### src/rtl/spinner_quad_gen.sv
// -----------------------------------------------------------------------------
// spinner_quad_gen
//
// Multi-channel quadrature encoder generator for spinner/paddle cores. Each
// channel accumulates signed movement deltas into a saturating backlog and
// drains it as AB quadrature steps, one step per shared step tick. A physical
// AB encoder can take over a channel: any movement on it switches the channel
// to the physical source until the next nonzero delta arrives. Optionally the
// physical encoder is regenerated at half rate (A edges only) for 600-to-300
// pulse downgrading.
//
// Ports:
//   clk_12m      in   sole clock
//   reset        in   synchronous, active-high
//   delta_valid  in   [CHANNELS]           per-channel single-cycle delta strobe
//   delta        in   [CHANNELS*DELTA_W]   signed delta, ch i at [i*DELTA_W +: DELTA_W]
//   scale        in   [2]                  global left shift of every delta (x1..x8)
//   phys_ab      in   [2*CHANNELS]         asynchronous physical encoder {B,A} per channel
//   phys_div2    in   1                    1 = regenerate physical encoder at half rate
//   quad_ab      out  [2*CHANNELS]         {B,A} quadrature to the core per channel
//   src_phys     out  [CHANNELS]           1 = channel driven by the physical encoder
//   busy         out  [CHANNELS]           1 = backlog nonzero
// -----------------------------------------------------------------------------
module spinner_quad_gen #(
  parameter int CHANNELS = 2,
  parameter int POS_W    = 12,
  parameter int DELTA_W  = 8,
  parameter int STEP_DIV = 3000
) (
  input  logic                          clk_12m,
  input  logic                          reset,
  input  logic [CHANNELS-1:0]           delta_valid,
  input  logic [CHANNELS*DELTA_W-1:0]   delta,
  input  logic [1:0]                    scale,
  input  logic [2*CHANNELS-1:0]         phys_ab,
  input  logic                          phys_div2,
  output logic [2*CHANNELS-1:0]         quad_ab,
  output logic [CHANNELS-1:0]           src_phys,
  output logic [CHANNELS-1:0]           busy
);

  localparam int CNT_W = (STEP_DIV > 2) ? $clog2(STEP_DIV) : 1;

  // Saturation limits at the extended (POS_W+1) width; -2^(POS_W-1) is never stored.
  localparam logic signed [POS_W:0] POS_MAX = {2'b00, {(POS_W-1){1'b1}}};
  localparam logic signed [POS_W:0] POS_MIN = -POS_MAX;

  // One quadrature step. Positive order in {B,A}: 00 -> 01 -> 11 -> 10 -> 00.
  function automatic logic [1:0] phase_step(input logic [1:0] ph, input logic fwd);
    logic [1:0] nxt;
    if (fwd) begin
      case (ph)
        2'b00:   nxt = 2'b01;
        2'b01:   nxt = 2'b11;
        2'b11:   nxt = 2'b10;
        default: nxt = 2'b00;
      endcase
    end else begin
      case (ph)
        2'b00:   nxt = 2'b10;
        2'b10:   nxt = 2'b11;
        2'b11:   nxt = 2'b01;
        default: nxt = 2'b00;
      endcase
    end
    return nxt;
  endfunction

  // ---------------------------------------------------------------------------
  // Shared step divider: tick is high in the cycle the counter sits at STEP_DIV-1.
  // ---------------------------------------------------------------------------
  logic [CNT_W-1:0] div_cnt;
  logic             tick;

  assign tick = (div_cnt == CNT_W'(STEP_DIV - 1));

  // NOTE: sequential state uses non-blocking assignments so every register
  // samples the pre-edge values of the others, independent of block order.
  always_ff @(posedge clk_12m) begin
    if (reset) begin
      div_cnt <= '0;
    end else if (tick) begin
      div_cnt <= '0;
    end else begin
      div_cnt <= div_cnt + 1'b1;
    end
  end

  // ---------------------------------------------------------------------------
  // Per-channel datapath
  // ---------------------------------------------------------------------------
  for (genvar i = 0; i < CHANNELS; i++) begin : g_ch
    logic signed [DELTA_W-1:0] d_ch;
    logic signed [POS_W-1:0]   pos_q, pos_d;
    logic signed [POS_W:0]     pos_ext, d_ext, d_shift, stp, sum;
    logic [1:0]                gen_q, gen_d;
    logic [1:0]                sync1, sync2, sync_prev;
    logic [1:0]                regen_q, regen_d;
    logic [1:0]                phys_out, quad_d, quad_q;
    logic                      phys_change, a_edge, clear_src;
    logic                      src_q, src_d, busy_q;
    logic                      step_en;

    assign d_ch = delta[i*DELTA_W +: DELTA_W];

    // Backlog update: add scaled delta, remove one step toward zero on tick.
    // NOTE: every signal written here gets a value on every path (defaults
    // first), so no latch is inferred.
    always_comb begin
      step_en = tick && (pos_q != '0);
      pos_ext = {pos_q[POS_W-1], pos_q};
      d_ext   = {{(POS_W+1-DELTA_W){d_ch[DELTA_W-1]}}, d_ch};
      d_shift = '0;
      if (delta_valid[i]) begin
        d_shift = d_ext <<< scale;
      end
      stp = '0;
      if (step_en) begin
        stp = pos_q[POS_W-1] ? '1 : {{POS_W{1'b0}}, 1'b1};
      end
      sum = pos_ext + d_shift - stp;
      if (sum > POS_MAX) begin
        pos_d = POS_MAX[POS_W-1:0];
      end else if (sum < POS_MIN) begin
        pos_d = POS_MIN[POS_W-1:0];
      end else begin
        pos_d = sum[POS_W-1:0];
      end
    end

    // Generated phase follows the sign of the backlog on each tick.
    assign gen_d = step_en ? phase_step(gen_q, ~pos_q[POS_W-1]) : gen_q;

    // Physical path: change detection compares the synchronised pair with its
    // previous value, giving a 3-cycle input-to-output latency.
    assign phys_change = (sync2 != sync_prev);
    assign a_edge      = (sync2[0] != sync_prev[0]);

    // Half-rate regeneration: only A edges step; direction is A^B after the edge.
    assign regen_d  = (phys_div2 && a_edge) ? phase_step(regen_q, sync2[0] ^ sync2[1])
                                            : regen_q;
    assign phys_out = phys_div2 ? regen_d : sync2;

    // A nonzero delta hands the channel back to the generator; it wins over a
    // simultaneous physical movement.
    assign clear_src = delta_valid[i] && (d_ch != '0);
    assign src_d     = clear_src ? 1'b0 : (phys_change ? 1'b1 : src_q);

    // Output register is fed from next-state values so a tick in cycle n is
    // visible on quad_ab in cycle n+1.
    assign quad_d = src_d ? phys_out : gen_d;

    // NOTE: every register, including the synchronisers, has an explicit reset
    // value so the block starts from a known idle 11 state.
    always_ff @(posedge clk_12m) begin
      if (reset) begin
        pos_q     <= '0;
        gen_q     <= 2'b11;
        regen_q   <= 2'b11;
        sync1     <= 2'b11;
        sync2     <= 2'b11;
        sync_prev <= 2'b11;
        src_q     <= 1'b0;
        busy_q    <= 1'b0;
        quad_q    <= 2'b11;
      end else begin
        pos_q     <= pos_d;
        gen_q     <= gen_d;
        regen_q   <= regen_d;
        sync1     <= phys_ab[2*i +: 2];
        sync2     <= sync1;
        sync_prev <= sync2;
        src_q     <= src_d;
        busy_q    <= (pos_q != '0);
        quad_q    <= quad_d;
      end
    end

    assign quad_ab[2*i +: 2] = quad_q;
    assign src_phys[i]       = src_q;
    assign busy[i]           = busy_q;
  end

endmodule
### config.mk
export PLATFORM = sky130hd
export DESIGN_NAME = spinner_quad_gen
export DESIGN_NICKNAME = d
export VERILOG_FILES = /design/src/rtl/spinner_quad_gen.sv
export SDC_FILE = /design/constraint.sdc
export NUM_CORES = 1
export LEC_CHECK = 0
export ABC_CLOCK_PERIOD_IN_PS = 6110
export BUFFER_PORTS_ARGS = -buffer_cell sky130_fd_sc_hd__buf_4
export CORE_ASPECT_RATIO = 1.25
export CORE_UTILIZATION = 30
export DETAILED_ROUTE_END_ITERATION = 8
export GPL_TIMING_DRIVEN = 0
export PLACE_DENSITY_LB_ADDON = 0.25
export SLEW_MARGIN = 20
export SYNTH_ARGS = -nofsm -noshare
export SYNTH_HDL_FRONTEND = slang
export SYNTH_SLANG_ARGS = --single-unit
### constraint.sdc
create_clock -name clk_12m -period 6.11 [get_ports clk_12m]
set_input_delay 0 -clock clk_12m [delete_from_list [all_inputs] [get_ports clk_12m]]
set_output_delay 0 -clock clk_12m [all_outputs]
set_load 0.02 [all_outputs]
==> results of run 1 <==
==> per-stage QoR <==
step                std cells  utilization  setup slack, ns  total power, W
floorplan                 615            -            1.835        0.002109
global placement          862       0.3405            1.035        0.002490
detailed placement        862       0.3405            1.021        0.002527
CTS                       883       0.3647           0.9813        0.003132
global route              883       0.3647           0.6435        0.003419
finish                    883       0.3647            1.019        0.003124
==> worst max-delay path, stage by stage, from the launching register on <==
cell and delay, ns:
sky130_fd_sc_hd__dfxtp_1 0.35, sky130_fd_sc_hd__ha_1 0.21, sky130_fd_sc_hd__and4_1 0.25, sky130_fd_sc_hd__and3_1 0.36, sky130_fd_sc_hd__and2_1 0.67, sky130_fd_sc_hd__fa_1 0.58, sky130_fd_sc_hd__fa_1 0.48, sky130_fd_sc_hd__nand2b_1 0.20
sky130_fd_sc_hd__a21o_1 0.20, sky130_fd_sc_hd__a21oi_1 0.20, sky130_fd_sc_hd__a2111oi_0 0.19, sky130_fd_sc_hd__o41ai_1 0.82, sky130_fd_sc_hd__nor2_1 0.12, sky130_fd_sc_hd__o41a_1 0.34
==> per-layer routing <==
layer | vias up | routed length (um) | GRT usage
met5 | - | 0 | 0
met4 | 0 | 321 | 0.06154
met3 | 16 | 248 | 0.01980
met2 | 76 | 6628 | 0.2832
met1 | 2085 | 5307 | 0.1711
li1 | 2216 | - | -
==> cell type report <==
type                       instances  share of cell area
clock buffer                       9             0.03782
multi-input combinational        440              0.5567
buffer                            23             0.02185
timing repair buffer              36             0.04748
clock inverter                     7             0.02017
sequential                        64              0.2151
tap                              216             0.04538
inverter                          88             0.05546
==> Yosys cell counts, drive strengths merged, types with 3 or more instances <==
| cell | count | area share |
|---|---|---|
| dfxtp | 64 | 0.25 |
| or3 | 5 | 0.0062 |
| o311ai | 3 | 0.0052 |
| o31ai | 13 | 0.019 |
| a221oi | 3 | 0.0064 |
| a2111oi | 3 | 0.0052 |
| nand3b | 5 | 0.0074 |
| a21o | 11 | 0.017 |
| nor3b | 4 | 0.0059 |
| mux2 | 7 | 0.016 |
| nand4 | 3 | 0.0037 |
| mux2i | 16 | 0.032 |
| and3 | 6 | 0.0074 |
| nand2 | 42 | 0.031 |
| o21ai | 18 | 0.018 |
| inv | 88 | 0.065 |
| o22ai | 6 | 0.0074 |
| a21oi | 30 | 0.031 |
| fa | 22 | 0.087 |
| buf | 9 | 0.013 |
| nor2b | 13 | 0.016 |
| nand3 | 22 | 0.022 |
| and2 | 4 | 0.0054 |
| a211oi | 6 | 0.011 |
| nand2b | 11 | 0.014 |
| xor2 | 19 | 0.033 |
| nor4 | 9 | 0.011 |
| nor2 | 40 | 0.030 |
| or4 | 5 | 0.0074 |
| ha | 29 | 0.072 |
| o21a | 6 | 0.0089 |
| o211ai | 12 | 0.018 |
| nor3 | 9 | 0.0089 |
| or2 | 19 | 0.024 |
| xnor2 | 15 | 0.026 |
| clkbuf | 13 | 0.010 |
==> registers in the layout, summed over array words and instances (netlist names), 4 cells and up <==
name            count
g_ch.sync1          4
g_ch.pos_q         24
g_ch.gen_q          4
g_ch.sync_prev      4
div_cnt            12
g_ch.quad_q         4
g_ch.sync2          4
g_ch.regen_q        4
==> what timing repair did <==
| item | 4_1_cts | 5_1_grt |
|---|---|---|
| hold endpoints to repair | 7 | 0 |
| hold buffers | 5 | 0 |
| setup endpoints to repair | 0 | 0 |
==> cells by family after synthesis <==
kind of cell,synth area share
AO/OA/AOI/OAI,0.1776
XOR/XNOR,0.05888
adder cells (fa/ha/maj),0.1588
buffers and inverters,0.09105
flip-flops,0.2533
multiplexers,0.04725
AND/OR/NAND/NOR,0.2130
==> power by group <==
group	internal [W]	switching (W)	leakage, nW
sequential	0.000514	0.0000633	0.528
combinational	0.000819	0.00114	1.89
clock	0.000399	0.000191	0.166
==> final timing paths <==
path,to,slack (ns),cells after the start
worst max-delay path,g_ch[0].pos_q[0],1.02,13
worst max register to register,g_ch[0].pos_q[0],1.02,13
worst min register to register,g_ch[1].sync2[0],0.41,1
worst min-delay path,g_ch[0].src_q,0.11,3
==> reports/qor_table.md, run 1 <==
| Group | Metric | Value |
|---|---|---|
| synth | Count of yosys warnings during synthesis | 0 |
| grt | Wire length of the first global-routing pass | 21.10 mm |
| clocking | Number of sinks handled by clock tree synthesis | 64 |
| cells and area | Area taken by flip-flops and latches | 1281 um2 |
| clocking | Clock transition at the registers of the reported paths | 0.05 ns |
| placement | Cell area after placement | 5560 um2 |
| setup path | Worst setup EP type | register |
| power and ir drop | PD cells | 524.5 nW/um2 |
| cells and area | Final design instance area without fill | 5956 um2 |
| grt | Overall overflow remaining after global route | 0 |
| cells and area | Layout Area Growth over Synthesis | 17.76% |
| clocking | Number of buffers inserted by post-CTS setup repair | 0 |
| floorplan | Placeable core region | 16,330 um2 |
| placement | Number of buffers inserted by port buffering | 31 |
| min path | Hold path start | delta_valid[0] |
| cells and area | Antenna cells | 0 |
| synth | Post-synthesis register bit count | 64 |
| floorplan | Die height | 147.2 um |
| timing | Transition time at the pin with the least slew margin | 0.8873 ns |
| clocking | Maximum root-to-sink buffer count | 2 |
| detailed routing | DRT Pass-1 Iters | 4 |
| run | Max-cap violation count | 0 |
| clocking | Clock H-tree levels | 3 |
| cells and area | Filler Cells Inserted | 1,667 |
| synth | Sequential element share of the synthesized area | 0.2533 |
| synth | Post-synthesis net count | 693 |
| setup path | Critical-path maximum fanout | 10 |
| timing | Max Freq | 0.1964 GHz |
| power and ir drop | Largest voltage drop on the vdd net | 135.0 uV |
| power and ir drop | P_leak | 2.587 nW |
| setup path | Timing startpoint of the critical path | div_cnt[0] |
| grt | Maximum number of pins on one net before global-route repair | 13 |
| min path | Class of the worst hold path | in -> reg |
| grt | Initial antenna violation count | 0 |
| synth | Count of flip-flops with a built-in enable after synthesis | 0 |
| synth | Number of cells produced by synthesis | 615 |
| setup path | Arrival time worst endpoint | 5.30 ns |
| synth | Synthesized cell area | 5057 um2 |
| synth | Top FF cell, synth | sky130_fd_sc_hd__dfxtp_1 |
| floorplan | Die outline area | 17,380 um2 |
| detailed routing | Detailed-route DRC error count | 0 |
| detailed routing | Detailed-route vias per instance | 4.975 |
| cells and area | NumNets Final | 740 |
| clocking | Worst-skew pair later-pin latency | 0.33 ns |
| detailed routing | Total length of routed wires | 12.51 mm |
| placement | Routability Congestion | 0.8837 |
| cells and area | Fraction of final layout cells with drive strength greater than 1 | 0.1364 |
| timing | Setup repair after global routing missed its margin | no |
| cells and area | Area taken by multi-input logic gates | 3316 um2 |
| setup path | Critical R2R Launch | div_cnt[0] |
| placement | HPWL after detailed placement | 10.07 mm |
| timing | Final number of hold-violating endpoints | 0 |
| clocking | Post-cts gate resize count | 0 |
| floorplan | DIE WIDTH | 118.1 um |
| cells and area | Most common cell after layout, fill and taps aside | sky130_fd_sc_hd__inv_1 |
| floorplan | Number of cell rows | 52 |
| setup path | Path type of the worst setup path | reg -> reg |
| timing | Total Negative Setup Slacks | 0 ns |
| detailed routing | First-iteration detailed-routing DRC count | 234 |
| clocking | Buffer type at the clock tree root | sky130_fd_sc_hd__clkbuf_16 |
| floorplan | Effective utilization at floorplan | 0.3097 |
| synth | Count of unique library cells instantiated by Yosys | 68 |
| timing | Worst clock skew | 0.006105 ns |
| outcome | Result of the run | completed |
| detailed routing | Post-detailed-route wirelength per cell | 14.16 um |
| floorplan | Ports | 35 |
| timing | Max-slew violation count | 0 |
| cells and area | Commonest cells after routing, fill and taps aside | sky130_fd_sc_hd__inv_1, sky130_fd_sc_hd__dfxtp_1, sky130_fd_sc_hd__nand2_1 |
| timing | Post-layout minimum cycle time | 5.091 ns |
| grt | GRT Resource Usage Total | 0.1512 |
| detailed routing | Final antenna-violating net count | 0 |
| timing | Rel. slew slack | 0.4007 |
| setup path | Required time worst endpoint | 6.32 ns |
| clocking | Number of clock buffers inserted by TritonCTS | 9 |
| clocking | TritonCTS clock tree | done |
| timing | Post-route worst hold slack | 0.1140 ns |
| detailed routing | Vias | 4,393 |
| synth | Proportion of register bits with asynchronous set or reset after synthesis | 0 |
| grt | Vias in the first global route | 4,410 |
| synth | Post-Synthesis Mean Instance Area | 8.223 um2 |
| timing | Setup Viol. Count Final | 0 |
| setup path | Startpoint Class | register |
| timing | Period utilization | 0.8333 |
No activity file was read; power rests on OpenSTA's default activity.
==> run 2, diff against run 1 <==
- ABC_CLOCK_PERIOD_IN_PS: 6110 -> 5000
- clock period: 6.11 -> 5 ns (I/O delays scaled with it)
==> run 2 against run 1 <==
Compared with the run above:
- final cell count unchanged
- critical path depth grew 2
- setup slack worse by 0.65 ns
- die area did not move
- fmax up 10%
- critical path type unchanged
- critical endpoint is now g_ch[1].pos_q[1]
- largest cell class unchanged
- highest routed layer unchanged
==> reports/qor_table.md, run 2 (synthesis gave the netlist of run 1 again) <==
| Group | Metric | Value |
|---|---|---|
| grt | Wire length of the first global-routing pass | 21.13 mm |
| clocking | Clock H-tree levels | 3 |
| floorplan | Die outline area | 17,380 um2 |
| cells and area | Final core utilization | 0.3655 |
| timing | Max-slew violation count | 0 |
| floorplan | Number of cell rows | 52 |
| detailed routing | Vias | 4,375 |
| floorplan | Ports | 35 |
| power and ir drop | Total net switching power | 0.001715 W |
| grt | Initial antenna violation count | 0 |
| cells and area | Commonest cells after routing, fill and taps aside | sky130_fd_sc_hd__inv_1, sky130_fd_sc_hd__dfxtp_1, sky130_fd_sc_hd__nand2_1 |
| power and ir drop | P_leak | 2.593 nW |
| power and ir drop | Share of power burned in the clock network | 0.188 |
| setup path | Critical-path maximum fanout | 10 |
| detailed routing | Final antenna-violating net count | 0 |
| grt | GRT Resource Usage Total | 0.1513 |
| timing | Post-layout minimum cycle time | 4.630 ns |
| setup path | Path type of the worst setup path | reg -> reg |
| clocking | Clock transition at the registers of the reported paths | 0.05 ns |
| floorplan | DIE WIDTH | 118.1 um |
| timing | Transition time at the pin with the least slew margin | 0.6943 ns |
| timing | Period utilization | 0.9260 |
| cells and area | Antenna cells | 0 |
| detailed routing | Total length of routed wires | 12.53 mm |
| grt | Vias in the first global route | 4,414 |
| floorplan | Placeable core region | 16,330 um2 |
| clocking | Number of clock buffers inserted by TritonCTS | 9 |
| placement | HPWL after detailed placement | 10.07 mm |
| power and ir drop | Switching Fraction | 0.4465 |
| clocking | TritonCTS clock tree | done |
| timing | Max Freq | 0.2160 GHz |
| cells and area | Fraction of final layout cells with drive strength greater than 1 | 0.1424 |
| power and ir drop | Gate power share | 0.628 |
| timing | Rel. slew slack | 0.5338 |
| setup path | Startpoint Class | register |
| detailed routing | Detailed-route DRC error count | 0 |
| clocking | Maximum root-to-sink buffer count | 2 |
| cells and area | Top flop regs | g_ch.pos_q (24), div_cnt (12) |
| cells and area | Number of flip-flops under the largest register name | 24 |
| power and ir drop | Portion of total power attributed to sequential cells | 0.184 |
| cells and area | Filler Cells Inserted | 1,670 |
| clocking | Number of sinks handled by clock tree synthesis | 64 |
| run | Max-cap violation count | 0 |
| timing | Post-route worst hold slack | 0.1108 ns |
| detailed routing | First-iteration detailed-routing DRC count | 251 |
| grt | Maximum number of pins on one net before global-route repair | 13 |
| detailed routing | Post-detailed-route wirelength per cell | 14.19 um |
| detailed routing | Detailed-route vias per instance | 4.955 |
| clocking | Buffer type at the clock tree root | sky130_fd_sc_hd__clkbuf_16 |
| setup path | Required time worst endpoint | 5.20 ns |
| timing | Worst clock skew | 0.006116 ns |
| min path | Class of the worst hold path | in -> reg |
| floorplan | Effective utilization at floorplan | 0.3097 |
| cells and area | Most common cell after layout, fill and taps aside | sky130_fd_sc_hd__inv_1 |
| power and ir drop | Largest voltage drop on the vdd net | 167.3 uV |
| cells and area | Biggest register | g_ch.pos_q |
| floorplan | Die height | 147.2 um |
| detailed routing | DRT Pass-1 Iters | 5 |
| cells and area | Area taken by multi-input logic gates | 3329 um2 |
| grt | Overall overflow remaining after global route | 0 |
| setup path | Arrival time worst endpoint | 4.83 ns |
| cells and area | NumNets Final | 740 |
| placement | Number of buffers inserted by port buffering | 31 |
| timing | Setup Viol. Count Final | 0 |
| power and ir drop | PD cells | 643.5 nW/um2 |
| power and ir drop | Cell internal power dissipation | 0.002126 W |
| placement | Routability Congestion | 0.8837 |
| cells and area | Layout Area Growth over Synthesis | 18.04% |
| outcome | Result of the run | completed |
| cells and area | Area taken by flip-flops and latches | 1281 um2 |
| setup path | Worst setup EP type | register |
| timing | Final number of hold-violating endpoints | 0 |
| clocking | Worst-skew pair later-pin latency | 0.33 ns |
==> run 2: cell count changes in the layout (fill, tap and decap cells not counted) <==
cell / change
sky130_fd_sc_hd__and2_1: -2
sky130_fd_sc_hd__o41ai_2: +1
sky130_fd_sc_hd__and2_2: +2
sky130_fd_sc_hd__a2111oi_1: +1
sky130_fd_sc_hd__o41ai_1: -1
sky130_fd_sc_hd__nor2_2: +1
sky130_fd_sc_hd__nor2_1: -1
sky130_fd_sc_hd__a2111oi_0: -1
==> run 2: what timing repair did <==
| item | in CTS | in global routing |
|---|---|---|
| pin swaps | 0 | 0 |
| hold endpoints to repair | 7 | 0 |
| resized for setup | 1 | 4 |
| hold buffers | 5 | 0 |
| endpoints found under the setup margin | 1 | 16 |
| setup buffers | 0 | 0 |
==> run 2: power by group through the flow <==
stage / sequential, W / combinational [W] / clock, W
3_5_place_dp: 0.000720 / 0.00237 / 0
5_1_grt: 0.000718 / 0.00273 / 0.000755
4_1_cts: 0.000709 / 0.00239 / 0.000728
2_1_floorplan: 0.000683 / 0.00189 / 0
3_3_place_gp: 0.000720 / 0.00232 / 0
6_report: 0.000706 / 0.00241 / 0.000724
==> run 2: area by class of cell <==
type | instances | share of cell area
Inverter | 88 | 0.05533
Tap cell | 216 | 0.04527
Sequential cell | 64 | 0.2146
Timing Repair Buffer | 36 | 0.04737
Clock buffer | 9 | 0.03773
Clock inverter | 7 | 0.02012
Multi-Input combinational cell | 440 | 0.5577
Buffer | 23 | 0.02180
==> run 2: worst max-delay path, cell delays in order, from the launching register on <==
cell	delay (ns)
sky130_fd_sc_hd__dfxtp_1	0.35
sky130_fd_sc_hd__ha_1	0.21
sky130_fd_sc_hd__and4_1	0.25
sky130_fd_sc_hd__and3_1	0.36
sky130_fd_sc_hd__and2_2	0.48
sky130_fd_sc_hd__fa_1	0.49
sky130_fd_sc_hd__inv_1	0.07
sky130_fd_sc_hd__ha_1	0.23
sky130_fd_sc_hd__buf_6	0.14
sky130_fd_sc_hd__a211oi_4	0.31
sky130_fd_sc_hd__and2_4	0.21
sky130_fd_sc_hd__a21oi_2	0.06
sky130_fd_sc_hd__o311a_1	0.35
sky130_fd_sc_hd__o21ai_1	0.38
sky130_fd_sc_hd__nand2_1	0.23
sky130_fd_sc_hd__o311ai_0	0.38
==> run 2: layer usage <==
metal	global-route usage	wire length, um	up-vias	part of all wire
met5	0	0	-	0
met4	0.06154	330	0	0.026
met3	0.01980	277	21	0.022
met2	0.2835	6626	71	0.53
met1	0.1711	5294	2070	0.42
li1	-	-	2213	-
==> run 2: path summary, 6_finish.rpt <==
path                    start               end  slack [ns]  cells past startpoint
max                div_cnt[0]  g_ch[1].pos_q[1]        0.37                     15
min            delta_valid[0]     g_ch[0].src_q        0.11                      3
max reg2reg        div_cnt[0]  g_ch[1].pos_q[1]        0.37                     15
min reg2reg  g_ch[1].sync1[0]  g_ch[1].sync2[0]        0.41                      1
==> run 2: through the flow <==
stage	worst slack [ns]	TNS, ns	power (W)	instance area, um2	instances
global placement	-0.07473	-0.07473	0.003043	5560	862
finish	0.3698	0	0.003841	5969	883
CTS	0.05365	0	0.003827	5957	883
global route	-0.003304	-0.003304	0.004198	5969	883
floorplan	0.7250	0	0.002577	5057	615
detailed placement	-0.08886	-0.08886	0.003088	5560	862
==> run 3, diff against run 2 <==
- BUFFER_PORTS_ARGS: -buffer_cell sky130_fd_sc_hd__buf_4 -> -buffer_cell sky130_fd_sc_hd__buf_2
==> run 3 against run 2 <==
Compared with the run above:
- critical path type unchanged
- flip-flop and latch count is the same
- final cell count is the same
- critical path depth is the same
- largest cell class unchanged
==> reports/qor_table.md, run 3 (synthesis gave the netlist of run 1 again) <==
| Group | Metric | Value |
|---|---|---|
| outcome | Result of the run | completed |
| timing | Final number of hold-violating endpoints | 0 |
| setup path | Path depth of the worst reg2reg path | 15 |
| clocking | Number of sinks handled by clock tree synthesis | 64 |
| detailed routing | Detailed-route vias per instance | 4.978 |
| cells and area | NumNets Final | 740 |
| detailed routing | First-iteration detailed-routing DRC count | 218 |
| clocking | Clock H-tree levels | 3 |
| run | Max-cap violation count | 0 |
| timing | Worst clock skew | 0.004416 ns |
| cells and area | Fraction of final layout cells with drive strength greater than 1 | 0.1424 |
| power and ir drop | Power Total | 0.003766 W |
| detailed routing | DRT Pass-1 Iters | 5 |
| grt | Maximum number of pins on one net before global-route repair | 13 |
| power and ir drop | Switching Fraction | 0.4522 |
| placement | Number of buffers inserted by port buffering | 31 |
| timing | Total Negative Setup Slacks | 0 ns |
| setup path | Startpoint Class | register |
| grt | Initial antenna violation count | 0 |
| setup path | Worst setup EP type | register |
| placement | Worst slack at placement | -0.05155 ns |
| cells and area | Non-filler instance count after layout | 883 |
| grt | Wire length of the first global-routing pass | 20.76 mm |
| cells and area | Number of flip-flops under the largest register name | 24 |
| power and ir drop | P_leak | 2.547 nW |
| timing | Period utilization | 0.9290 |
| floorplan | Die outline area | 17,380 um2 |
| clocking | Maximum root-to-sink buffer count | 2 |
| cells and area | Antenna cells | 0 |
| floorplan | Ports | 35 |
| timing | Post-layout minimum cycle time | 4.645 ns |
| power and ir drop | Gate power share | 0.636 |
| cells and area | Layout Area Growth over Synthesis | 16.06% |
| detailed routing | Vias | 4,396 |
| clocking | Worst-skew pair later-pin latency | 0.33 ns |
| floorplan | Effective utilization at floorplan | 0.3097 |
| detailed routing | Final antenna-violating net count | 0 |
| min path | End point of the worst hold path | g_ch[0].src_q |
| timing | Max-slew violation count | 0 |
| timing | Setup Viol. Count Final | 0 |
| setup path | Path type of the worst setup path | reg -> reg |
| power and ir drop | Portion of total power attributed to sequential cells | 0.188 |
| setup path | Critical R2R Launch | div_cnt[0] |
| power and ir drop | Total net switching power | 0.001703 W |
| timing | Transition time at the pin with the least slew margin | 0.6851 ns |
| min path | Class of the worst hold path | in -> reg |
| setup path | Critical-path maximum fanout | 10 |
| detailed routing | Detailed-route DRC error count | 0 |
| detailed routing | Post-detailed-route wirelength per cell | 14.02 um |
| floorplan | DIE WIDTH | 118.1 um |
| placement | HPWL after detailed placement | 10.01 mm |
| floorplan | Number of cell rows | 52 |
| timing | Rel. slew slack | 0.5314 |
| cells and area | Top flop regs | g_ch.pos_q (24), div_cnt (12) |
| floorplan | Die height | 147.2 um |
| cells and area | Commonest cells after routing, fill and taps aside | sky130_fd_sc_hd__inv_1, sky130_fd_sc_hd__dfxtp_1, sky130_fd_sc_hd__nand2_1 |
| setup path | Endpoint of the worst-slack reg-to-reg timing path | g_ch[1].pos_q[1] |
| power and ir drop | Share of power burned in the clock network | 0.176 |
| power and ir drop | Largest voltage drop on the vdd net | 163.9 uV |
| grt | GRT Resource Usage Total | 0.1489 |
| timing | Setup repair after global routing missed its margin | yes |
| cells and area | Biggest register | g_ch.pos_q |
| clocking | Number of buffers inserted by post-CTS setup repair | 0 |
| timing | Max Freq | 0.2153 GHz |
| cells and area | Most common cell after layout, fill and taps aside | sky130_fd_sc_hd__inv_1 |
| power and ir drop | PD cells | 641.7 nW/um2 |
| placement | Cell count after placement | 862 |
| min path | Number of instances on the worst hold path | 2 |
| grt | Vias in the first global route | 4,289 |
| min path | Hold path start | reset |
| detailed routing | Total length of routed wires | 12.38 mm |
| power and ir drop | Cell internal power dissipation | 0.002063 W |
| setup path | Slack of the worst reg-to-reg path | 0.36 ns |
| clocking | Clock transition at the registers of the reported paths | 0.05 ns |
| grt | Overall overflow remaining after global route | 0 |
| clocking | Buffer type at the clock tree root | sky130_fd_sc_hd__clkbuf_16 |
| floorplan | Placeable core region | 16,330 um2 |
| timing | Min setup slack post-route | 0.3551 ns |
| clocking | Number of clock buffers inserted by TritonCTS | 9 |
| setup path | Arrival time worst endpoint | 4.85 ns |
| placement | Routability Congestion | 0.8910 |
| setup path | Required time worst endpoint | 5.20 ns |
| clocking | TritonCTS clock tree | done |
run 3: metrics by stage:
stage | instance area [um2] | hold slack, ns | util
floorplan | 5057 | 0.1038 | -
global placement | 5483 | 0.1831 | 0.3357
detailed placement | 5483 | 0.1880 | 0.3357
CTS | 5856 | 0.1289 | 0.3586
global route | 5869 | 0.1769 | 0.3594
finish | 5869 | 0.1377 | 0.3594
run 3: power by group through the flow:
stage | registers (W) | logic, W | clock network [W]
after floorplan | 0.000683 | 0.00189 | 0
after global placement | 0.000719 | 0.00232 | 0
after detailed placement | 0.000720 | 0.00236 | 0
after CTS | 0.000709 | 0.00238 | 0.000678
after global routing | 0.000717 | 0.00271 | 0.000699
final | 0.000708 | 0.00240 | 0.000663
run 3: critical path, stage by stage, from the launching register on:
cell and delay, ns:
sky130_fd_sc_hd__dfxtp_1 0.34, sky130_fd_sc_hd__ha_1 0.21, sky130_fd_sc_hd__and4_1 0.25, sky130_fd_sc_hd__and3_1 0.34, sky130_fd_sc_hd__and2_2 0.47, sky130_fd_sc_hd__fa_1 0.49
sky130_fd_sc_hd__inv_1 0.07, sky130_fd_sc_hd__ha_1 0.23, sky130_fd_sc_hd__buf_6 0.14, sky130_fd_sc_hd__a211oi_4 0.32, sky130_fd_sc_hd__and2_4 0.22, sky130_fd_sc_hd__a21oi_2 0.06
sky130_fd_sc_hd__o311a_1 0.35, sky130_fd_sc_hd__o21ai_1 0.42, sky130_fd_sc_hd__nand2_1 0.25, sky130_fd_sc_hd__o311ai_0 0.37
run 3: final cells by class:
type                       instances  area [um2]
tap                              216       270.3
sequential                        64        1281
clock buffer                       9       225.2
fill                            1647       10460
buffer                            23       130.1
timing repair buffer              36       205.2
multi-input combinational        440        3331
inverter                          88       330.3
clock inverter                     7       96.34
run 3: how the worst max path moves through the flow:
stage / start / end / slack (ns) / depth (start not counted)
floorplan: div_cnt[0] / g_ch[0].pos_q[0] / 0.73 / 13
global route: div_cnt[0] / g_ch[1].pos_q[1] / 0.002 / 15
CTS: div_cnt[0] / g_ch[1].pos_q[1] / 0.06 / 15
global placement: div_cnt[0] / g_ch[0].pos_q[0] / -0.07 / 13
detailed placement: div_cnt[0] / g_ch[0].pos_q[0] / -0.05 / 13
finish: div_cnt[0] / g_ch[1].pos_q[1] / 0.36 / 15
run 3: timing repair:
action | CTS | global route
hold buffers | 5 | 0
resized for setup | 1 | 3
setup endpoints to repair | 1 | 15
hold endpoints to repair | 8 | 0
run 3: per-layer routing:
metal | track usage | up-vias | routed length [um]
li1 | - | 2212 | -
met1 | 0.1714 | 2080 | 5210
met2 | 0.2732 | 79 | 6432
met3 | 0.01980 | 25 | 317
met4 | 0.06474 | 0 | 418
met5 | 0 | - | 0
